===== src/rtl/pipe_stage_reg.sv =====
// Pipeline-stage register with valid/ready handshake, synchronous flush and zeroed bubble control.
// Define PIPE_STAGE_SKID_EN for the two-entry skid buffer with registered ready_o.
module pipe_stage_reg #(
  parameter int CTRL_W = 8,
  parameter int DATA_W = 111
) (
  input  logic              clk_i,
  input  logic              rst_i,
  input  logic              valid_i,
  output logic              ready_o,
  input  logic [CTRL_W-1:0] ctrl_i,
  input  logic [DATA_W-1:0] data_i,
  input  logic              flush_i,
  output logic              valid_o,
  input  logic              ready_i,
  output logic [CTRL_W-1:0] ctrl_o,
  output logic [DATA_W-1:0] data_o,
  output logic [1:0]        count_o
);

  typedef enum logic [1:0] {
    EMPTY = 2'd0,
    ONE   = 2'd1,
    TWO   = 2'd2
  } stateT;

  stateT             state_q, state_d;
  logic [CTRL_W-1:0] mainCtrl_q, mainCtrl_d;
  logic [DATA_W-1:0] mainData_q, mainData_d;
`ifdef PIPE_STAGE_SKID_EN
  logic [CTRL_W-1:0] skidCtrl_q, skidCtrl_d;
  logic [DATA_W-1:0] skidData_q, skidData_d;
`endif

  logic acc;
  logic fire;

  assign valid_o = (state_q != EMPTY);
`ifdef PIPE_STAGE_SKID_EN
  assign ready_o = (state_q != TWO);
`else
  assign ready_o = !valid_o || ready_i;
`endif
  assign acc     = valid_i && ready_o;
  assign fire    = valid_o && ready_i;

  // Control is masked whenever the stage is empty, so a bubble never carries stale write enables.
  assign ctrl_o  = valid_o ? mainCtrl_q : '0;
  assign data_o  = mainData_q;
  assign count_o = state_q;

  always_comb begin
    state_d    = state_q;
    mainCtrl_d = mainCtrl_q;
    mainData_d = mainData_q;
`ifdef PIPE_STAGE_SKID_EN
    skidCtrl_d = skidCtrl_q;
    skidData_d = skidData_q;
`endif
    if (flush_i) begin
      state_d = EMPTY;
    end else begin
      case (state_q)
        EMPTY: begin
          if (acc) begin
            mainCtrl_d = ctrl_i;
            mainData_d = data_i;
            state_d    = ONE;
          end
        end
        ONE: begin
          if (acc && fire) begin
            mainCtrl_d = ctrl_i;
            mainData_d = data_i;
          end
`ifdef PIPE_STAGE_SKID_EN
          else if (acc) begin
            skidCtrl_d = ctrl_i;
            skidData_d = data_i;
            state_d    = TWO;
          end
`endif
          else if (fire) begin
            state_d = EMPTY;
          end
        end
        TWO: begin
`ifdef PIPE_STAGE_SKID_EN
          if (fire) begin
            mainCtrl_d = skidCtrl_q;
            mainData_d = skidData_q;
            state_d    = ONE;
          end
`else
          state_d = EMPTY;
`endif
        end
        default: state_d = EMPTY;
      endcase
    end
  end

  always_ff @(posedge clk_i or negedge rst_i) begin
    if (!rst_i) begin
      state_q    <= EMPTY;
      mainCtrl_q <= '0;
      mainData_q <= '0;
`ifdef PIPE_STAGE_SKID_EN
      skidCtrl_q <= '0;
      skidData_q <= '0;
`endif
    end else begin
      state_q    <= state_d;
      mainCtrl_q <= mainCtrl_d;
      mainData_q <= mainData_d;
`ifdef PIPE_STAGE_SKID_EN
      skidCtrl_q <= skidCtrl_d;
      skidData_q <= skidData_d;
`endif
    end
  end

endmodule


===== config.mk =====
export PLATFORM = sky130hd
export DESIGN_NAME = pipe_stage_reg
export DESIGN_NICKNAME = d
export VERILOG_FILES = /design/src/rtl/pipe_stage_reg.sv
export SDC_FILE = /design/constraint.sdc
export NUM_CORES = 1
export LEC_CHECK = 0
export ABC_AREA = 1
export CORE_MARGIN = 2
export CORE_UTILIZATION = 40
export CTS_CLUSTER_SIZE = 20
export DETAILED_ROUTE_END_ITERATION = 10
export PLACE_DENSITY_LB_ADDON = 0.08
export SETUP_SLACK_MARGIN = 0.2
export SLEW_MARGIN = 30
export SYNTH_ARGS = -nofsm -noshare
export SYNTH_HDL_FRONTEND = slang
export SYNTH_SLANG_ARGS = --single-unit

===== constraint.sdc =====
create_clock -name clk_i -period 1.35 [get_ports clk_i]
set_input_delay 0.2025 -clock clk_i [delete_from_list [all_inputs] [get_ports clk_i]]
set_output_delay 0.2025 -clock clk_i [all_outputs]
set_load 0.02 [all_outputs]

==> run summary, run 1 <==
The minimum hold slack was 0.336 ns. The root buffer cell chosen for the clock tree is sky130_fd_sc_hd__clkbuf_16. Sequential cells were found to cover 61.9% of the synthesized design area. The path class of the tightest hold or removal check is input port to flip-flop.

The critical path in this run is classified as flip-flop to flip-flop. The floorplan step defined a core boundary enclosing 11900 um2. Of all cell types, the one taking the most synthesized area is sky130_fd_sc_hd__dfrtp_1.

Time the final worst path needs with I/O delays and setup: 1.52 ns. Type of destination of the critical path: a flip-flop. At the worst endpoint, the required time is 1.66 ns. The logs give 26000 um for the final wirelength and 40.7% for the effective utilization at floorplan. For this run, design rule violations remaining after detail routing come to 0. For this design the static power due to leakage is 5.54 nW. The detail route stage leaves a number of antenna-violating nets equal to 0. For the final-report max-slew violation count, the log shows 0.

Final critical-path share of the clock period: 113%. The checks that failed: negative setup slack. The worst setup path is launched from a flip-flop.

Routability-driven placement finished with a final weighted congestion of 0.796. The routed length per instance works out to 24.1 um. Clock transition at the registers of the reported paths: 0.06 ns.

The multi-input combinational cells in the finished layout cover a total of 2530 um2. The final worst slack came out at -0.173 ns. Summed over all nets, the half-perimeter wirelength after detailed placement is 9760 um.

The area growth from synthesis to layout came out at 128%. Across all layers, the routed design uses 6026 vias. Stage delay of the slowest cell on the critical path: 0.43 ns. Global routing used 31.0% of the available tracks across all layers. The initial DRC count is 397. The die covers 13000 um2.

The tools report the number of clock sinks as 120. Setup repair after global routing could not meet its margin everywhere. The width of the die is 114 um.

With fillers left out, the area of the finished cells amounts to 11000 um2. The setup slack at placement was -0.251 ns; the hold path depth was 3. The run gives 657 MHz as the timing-limited maximum frequency.

The synthesized design contains 120 register bits. Number of synthesized flops with an enable pin: 0. During I/O placement, the number of pins put on the boundary was 247.

For this run the aggregate overflow at the end of global routing stands at 0. The clock passes through at most 2 buffers. The worst register-to-register path has a depth of 8. After detailed routing, the number of vias per cell comes to 5.58.

Entering global routing, the biggest net connects 91 pins. Summing all placed instances gives a cell area of 7410 um2. The tightest slew margin relative to the limit is 66.3%. The number of global-route vias before repair was 5494.

The run gives 0 as the hold violation count in the final report. The cell with the most instances after synthesis is sky130_fd_sc_hd__nand2_1. Counting the buffers created by CTS gives 17.

The logs give 1 for the initial antenna violation count and 666 for the post-synthesis net count. For the gate count after technology mapping, the log shows 542. At the pin with the least slew margin, the transition time is 0.506 ns. Across the whole layout, storage elements account for 3000 um2. The area fraction of the dominant cell type after synthesis came out at 61.9%. The chip height is 114 um, and the unique cell type count in the Yosys netlist is 12.

The logs give 4 for the maximum level of the CTS H-tree and 0 for the count of warnings emitted by yosys. The first detailed-routing pass ran for 5 iterations. The largest fanout of any net on the critical path is 10.

The flow ran to the end, but the final reports show violations. Buffers placed on the I/O ports in this run total 245. The ratio of cells with drive above 1 in the final layout was 55.5%. The signal on the critical path passes through buf_6 -> nand2_4 -> buf_12 -> nand2_8 -> buf_4 -> buf_16 -> nand2_1 -> nand2_1. The logs give 1.83 ns for the arrival time at the worst endpoint and 0.00795 ns for the setup clock skew after layout. The post-layout net count was 1043.

After synthesis the cells add up to 4850 um2. The async set-reset flop share out of synthesis is 100%. The commonest cells after synthesis are sky130_fd_sc_hd__nand2_1, sky130_fd_sc_hd__dfrtp_1, sky130_fd_sc_hd__nand3_1.

The dominant register cell in the synthesized netlist was sky130_fd_sc_hd__dfrtp_1. In the post-synthesis netlist, the biggest area contributors are sky130_fd_sc_hd__dfrtp_1, sky130_fd_sc_hd__nand2_1, sky130_fd_sc_hd__nand3_1, sky130_fd_sc_hd__buf_4, sky130_fd_sc_hd__buf_2. TritonCTS built the clock tree. The cell repeated most along the worst path was sky130_fd_sc_hd__nand2_1.

The clock reaches the later pin of the worst-skew pair after 0.43 ns. The filler cells instantiated in the layout total 369. The highest ir drop seen on vdd is 1.08 mV.

The wire length of the first global-routing pass is 30200 um. The ratio of total power to cell area was 1290 nW/um2. The slowest stage of the critical path belongs to the cell sky130_fd_sc_hd__dfrtp_2. The tools report the final number of setup-violating endpoints as 131. Across the run, the number of max-cap violations was 0. The per-instance average area after synthesis was 8.95 um2; the number of rows created at floorplan was 40.
==> metrics by stage <==
stage	std cells	util [%]	TNS, ns	total power, mW
after floorplan	542	-	0	5.72
after global placement	904	62.2	-19.82	7.33
after detailed placement	904	62.2	-21.16	7.39
after CTS	1003	80.7	-5.42	12.9
after global routing	1080	92.7	-14.80	14.6
final	1080	92.7	-10.53	14.3
==> critical path: cells and delay by family (launching register included) <==
kind | cells | cell delay, ns
buffers and inverters | 4 | 0.61
flip-flops | 1 | 0.43
AND/OR/NAND/NOR | 4 | 0.35
==> flip-flops by register name, summed over array words and instances (netlist names) <==
name / count
data_o: 111
count_o: 1
mainCtrl_q: 8
==> per-layer routing <==
| layer | GRT usage, % | up-vias | wire, um |
|---|---|---|---|
| met3 | 7.62 | 123 | 2360 |
| li1 | - | 2491 | - |
| met5 | 0 | - | 0 |
| met4 | 16.9 | 0 | 1510 |
| met1 | 36.3 | 2972 | 8830 |
| met2 | 52.6 | 440 | 13300 |
==> repair_timing <==
item,CTS,global route
setup endpoints to repair,242,242
hold buffers,1,0
pin swaps,23,27
setup buffers,43,68
endpoints found under the hold margin,120,0
cloned,23,8
resized for setup,854,199
==> cells in the final DEF (no fill, tap or decap) <==
| cell | netlist | routed |
|---|---|---|
| sky130_fd_sc_hd__a21oi_1 | 1 | 1 |
| sky130_fd_sc_hd__buf_12 | 0 | 21 |
| sky130_fd_sc_hd__buf_16 | 0 | 25 |
| sky130_fd_sc_hd__buf_2 | 23 | 1 |
| sky130_fd_sc_hd__buf_4 | 16 | 89 |
| sky130_fd_sc_hd__buf_6 | 2 | 132 |
| sky130_fd_sc_hd__bufinv_16 | 0 | 3 |
| sky130_fd_sc_hd__clkbuf_1 | 1 | 3 |
| sky130_fd_sc_hd__clkbuf_16 | 0 | 24 |
| sky130_fd_sc_hd__clkbuf_8 | 0 | 4 |
| sky130_fd_sc_hd__clkdlybuf4s50_1 | 0 | 122 |
| sky130_fd_sc_hd__clkinv_2 | 0 | 4 |
| sky130_fd_sc_hd__clkinvlp_4 | 0 | 1 |
| sky130_fd_sc_hd__conb_1 | 1 | 1 |
| sky130_fd_sc_hd__dfrtp_1 | 120 | 119 |
| sky130_fd_sc_hd__dfrtp_2 | 0 | 1 |
| sky130_fd_sc_hd__diode_2 | 0 | 1 |
| sky130_fd_sc_hd__dlygate4sd3_1 | 0 | 1 |
| sky130_fd_sc_hd__inv_1 | 10 | 2 |
| sky130_fd_sc_hd__inv_2 | 0 | 8 |
| sky130_fd_sc_hd__nand2_1 | 247 | 88 |
| sky130_fd_sc_hd__nand2_2 | 0 | 95 |
| sky130_fd_sc_hd__nand2_4 | 1 | 64 |
| sky130_fd_sc_hd__nand2_8 | 0 | 3 |
| sky130_fd_sc_hd__nand3_1 | 119 | 78 |
| sky130_fd_sc_hd__nand3_2 | 0 | 40 |
| sky130_fd_sc_hd__nand3_4 | 0 | 1 |
| sky130_fd_sc_hd__nor2_4 | 0 | 1 |
==> cell type report <==
type                            count  area share [%]
Inverter                           10           0.340
Antenna cell                        1          0.0227
Clock buffer                       24            4.45
Timing Repair Buffer              398            42.3
Tap cell                          147            1.67
Multi-Input combinational cell    372            22.9
Sequential cell                   120            27.2
Clock inverter                      8            1.06
==> path summary, 6_finish.rpt <==
check | endpoint | startpoint | slack (ns)
min in group asynchronous | data_o[101] | rst_i | 0.36
hold / removal | data_o[12] | data_i[12] | 0.34
hold reg to reg | data_o[78] | data_o[78] | 0.50
setup reg to reg | data_o[37] | count_o[0] | -0.17
setup / recovery | data_o[37] | count_o[0] | -0.17
max in group asynchronous | data_o[62] | rst_i | 0.58
==> power by group <==
group          total, mW  internal (mW)  switching [mW]
sequential          4.65           4.12           0.522
combinational       4.80           2.55            2.25
clock               4.82           3.09            1.73
==> cells by family (layout without fill, tap and decap cells) <==
family	Yosys count	count (layout)	synth area share, %
and+or+nand+nor	368	370	31.8
other	1	2	0.0773
DFF	120	120	61.9
AOI/OAI and AO/OA	1	1	0.103
buffers and inverters	52	440	6.16
Power figures use the tool's default switching activity.
==> run 2: changes to the inputs <==
- MAX_ROUTING_LAYER: not set -> met4
==> run summary, run 2 (synthesized netlist as in run 1, its figures left out) <==
The flow ran to the end, but the final reports show violations. Failing checks: negative setup slack (unchanged). Setup slack at placement: -0.251 ns (unchanged).

The final number of setup-violating endpoints is 131 (unchanged), and the initial DRC count is 413 (was 397). Type of the most critical hold path: input port to asynchronous set/reset pin (was input port to flip-flop). The via count normalized by instance count is 5.51 (was 5.58), and the total placed instance area is 7410 um2 (unchanged).

The worst path required time is 1.65 ns (was 1.66 ns), and the chip height is 114 um (unchanged). The clock buffer count from CTS was 17 (unchanged). Cell Chain, Critical Path: buf_6 -> nand2_4 -> buf_12 -> buf_12 -> buf_12 -> buf_16 -> nand3_1 -> nand2_1 (was buf_6 -> nand2_4 -> buf_12 -> nand2_8 -> buf_4 -> buf_16 -> nand2_1 -> nand2_1). Largest fanout of any net on the critical path: 9 (was 10).

The highest ir drop seen on vdd is 1.02 mV (was 1.08 mV). The logs give 5955 (was 6026) for the routed via count and -11.48 ns (was -10.53 ns) for the setup TNS. The tools report the number of clock sinks as 120 (unchanged).

The pin count of the biggest net entering global routing is 91 (unchanged). For the number of rows created at floorplan, the log shows 40 (unchanged). The tools report the post-layout net count as 1043 (unchanged). The run gives 1.88 ns (was 1.83 ns) as the arrival time at the worst endpoint.

The run gives 0 (unchanged) as the post-detailed-route count of antenna-violating nets. Commonest cells after routing, fill and taps aside: sky130_fd_sc_hd__buf_6, sky130_fd_sc_hd__clkdlybuf4s50_1, sky130_fd_sc_hd__dfrtp_1, sky130_fd_sc_hd__nand2_2, sky130_fd_sc_hd__buf_4 (unchanged). The library cell used as clock root buffer is sky130_fd_sc_hd__clkbuf_16 (unchanged). Clock transition at the registers of the reported paths: 0.06 ns (about the same). The stage delay of the slowest cell on the critical path is 0.40 ns (was 0.43 ns), and the global routing usage summed across all routing layers is 32.0% (was 31.0%). The number of global-route vias before repair came out at 5506 (was 5494).

The timing-limited maximum frequency is 635 MHz (was 657 MHz). Family with the most delay on the worst path: buffers and inverters (unchanged). The run gives 0.42 ns (was 0.43 ns) as the insertion delay of the later-clocked pin in the worst-skew pair.

The ratio of total power to cell area was 1290 nW/um2 (about the same). The final critical-path share of the clock period is 117% (was 113%). The setup clock skew after layout came out at 0.00452 ns (was 0.00795 ns).

The tightest slew margin relative to the limit came out at 65.9% (was 66.3%). The ratio of cells with drive above 1 in the final layout is 55.5% (unchanged), and the buffer depth of the longest clock path is 2 (unchanged). Global-route congestion overflow total: 0 (unchanged).

The run gives 1 (unchanged) as the initial antenna violation count. The cell repeated most along the worst path was sky130_fd_sc_hd__buf_12 (was sky130_fd_sc_hd__nand2_1). For the iteration count of the initial detailed-routing pass, the log shows 5 (unchanged). The worst setup path category was flip-flop to flip-flop (unchanged). The width of the die came out at 114 um (unchanged). The routed length per instance was 24.1 um (about the same); the logic depth of the worst register-to-register path was 8 (unchanged). The time the final worst path needs with I/O delays and setup is 1.57 ns (was 1.52 ns).

Setup repair after global routing could not meet its margin everywhere. For the post-route DRC violation count, the log shows 0 (unchanged). For the register-to-register path setup slack, the log shows -0.22 ns (was -0.17 ns). For the die footprint, the log shows 13000 um2 (unchanged). Launching point of the worst reg2reg path: count_o[0] (unchanged). The number of cells on the critical path is 8 (unchanged).

The logs give 247 (unchanged) for the boundary pin count and 11900 um2 (unchanged) for the core outline area. The most frequent standard cell in the layout excluding fill and tap cells was sky130_fd_sc_hd__buf_6 (unchanged). The run gives 0 (unchanged) as the number of maximum-capacitance constraint violations. The tools report the critical register-to-register path endpoint as data_o[78] (was data_o[37]). The leakage power figure is 5.54 nW (about the same), and the wire length of the first global-routing pass is 30200 um (about the same). Sum of net half-perimeters after detailed placement: 9760 um (unchanged). TritonCTS built the clock tree. The maximum level of the CTS H-tree was 4 (unchanged); the hold violation count in the final report was 0 (unchanged). The effective utilization at floorplan was 40.7% (unchanged). The tools report the type of destination of the critical path as a flip-flop (unchanged).

Actual slew at the worst max-slew pin: 0.512 ns (was 0.506 ns). The final wirelength is 26100 um (was 26000 um), and the area of all placed cells without fillers is 11000 um2 (about the same). The number of buffers inserted by port buffering is 245 (unchanged).

Slowest stage cell on the critical path: sky130_fd_sc_hd__dfrtp_2 (unchanged). The flip-flop count of the largest register, all copies and words added was 111 (unchanged). The kind of launch point of the worst setup path is a flip-flop (unchanged). The placer congestion estimate was 0.808 (was 0.796); the total buffers and inverters traversed by the critical path was 5 (was 4). The area growth from synthesis to layout is 128% (about the same), and the final worst slack is -0.225 ns (was -0.173 ns).

The final-report max-slew violation count is 0 (unchanged).
[run 2: cell types whose count changed in the layout (fill, tap and decap cells not counted)]
cell / change
sky130_fd_sc_hd__buf_4: +1
sky130_fd_sc_hd__buf_6: -1
sky130_fd_sc_hd__nand2_2: +1
sky130_fd_sc_hd__nand2_4: -1
[run 2: through the flow]
step                      hold WS [ns]  utilization [%]  cells  power, mW
after CTS                        0.335             80.7   1003       12.9
after detailed placement         0.270             62.2    904       7.39
after global placement           0.267             62.2    904       7.33
after floorplan                -0.0931                -    542       5.72
after global routing             0.351             92.7   1080       14.6
final                            0.344             92.7   1080       14.2
[run 2: where the power goes]
group / total [mW] / internal [mW] / switching, mW
registers: 4.65 / 4.12 / 0.522
logic: 4.79 / 2.54 / 2.24
clock network: 4.80 / 3.09 / 1.71
total: 14.2 / 9.76 / 4.47
[run 2: final cells by class]
type | count | area (um2)
Antenna cell | 1 | 2.50
Clock buffer | 24 | 492
Clock inverter | 8 | 118
Fill cell | 396 | 875
Inverter | 10 | 37.5
Multi-Input combinational cell | 372 | 2530
Sequential cell | 120 | 3000
Tap cell | 147 | 184
Timing Repair Buffer | 398 | 4670
[run 2: per-layer routing]
metal	global-route usage (%)	routed length, um	vias to the layer above	share of wire, %
li1	-	-	2498	-
met1	36.7	8990	2947	35
met2	52.6	13400	382	51
met3	7.31	2130	128	8.2
met4	16.7	1560	0	6.0
met5	-	0	-	0
[run 2: how the worst max path moves through the flow]
stage                     from          to  slack [ns]
global placement       ready_i     ready_o       -0.25
floorplan           count_o[0]   data_o[0]        0.16
detailed placement     ready_i     ready_o       -0.25
finish              count_o[0]  data_o[78]       -0.22
global route        count_o[0]  data_o[78]       -0.23
CTS                 count_o[0]   ctrl_o[7]       -0.08
[run 2: worst register-to-register path: cells and delay by family, from the launching register on]
kind / cells / cell delay, ns
buffers and inverters: 5 / 0.71
flip-flops: 1 / 0.40
AND/OR/NAND/NOR: 3 / 0.36
[run 2: repair_timing]
item / in CTS / in global routing
pin swaps: 23 / 29
cloned: 23 / 8
resized for setup: 854 / 197
endpoints found under the hold margin: 120 / 0
buffers inserted: 43 / 68
hold buffers: 1 / 0
setup endpoints to repair: 242 / 242
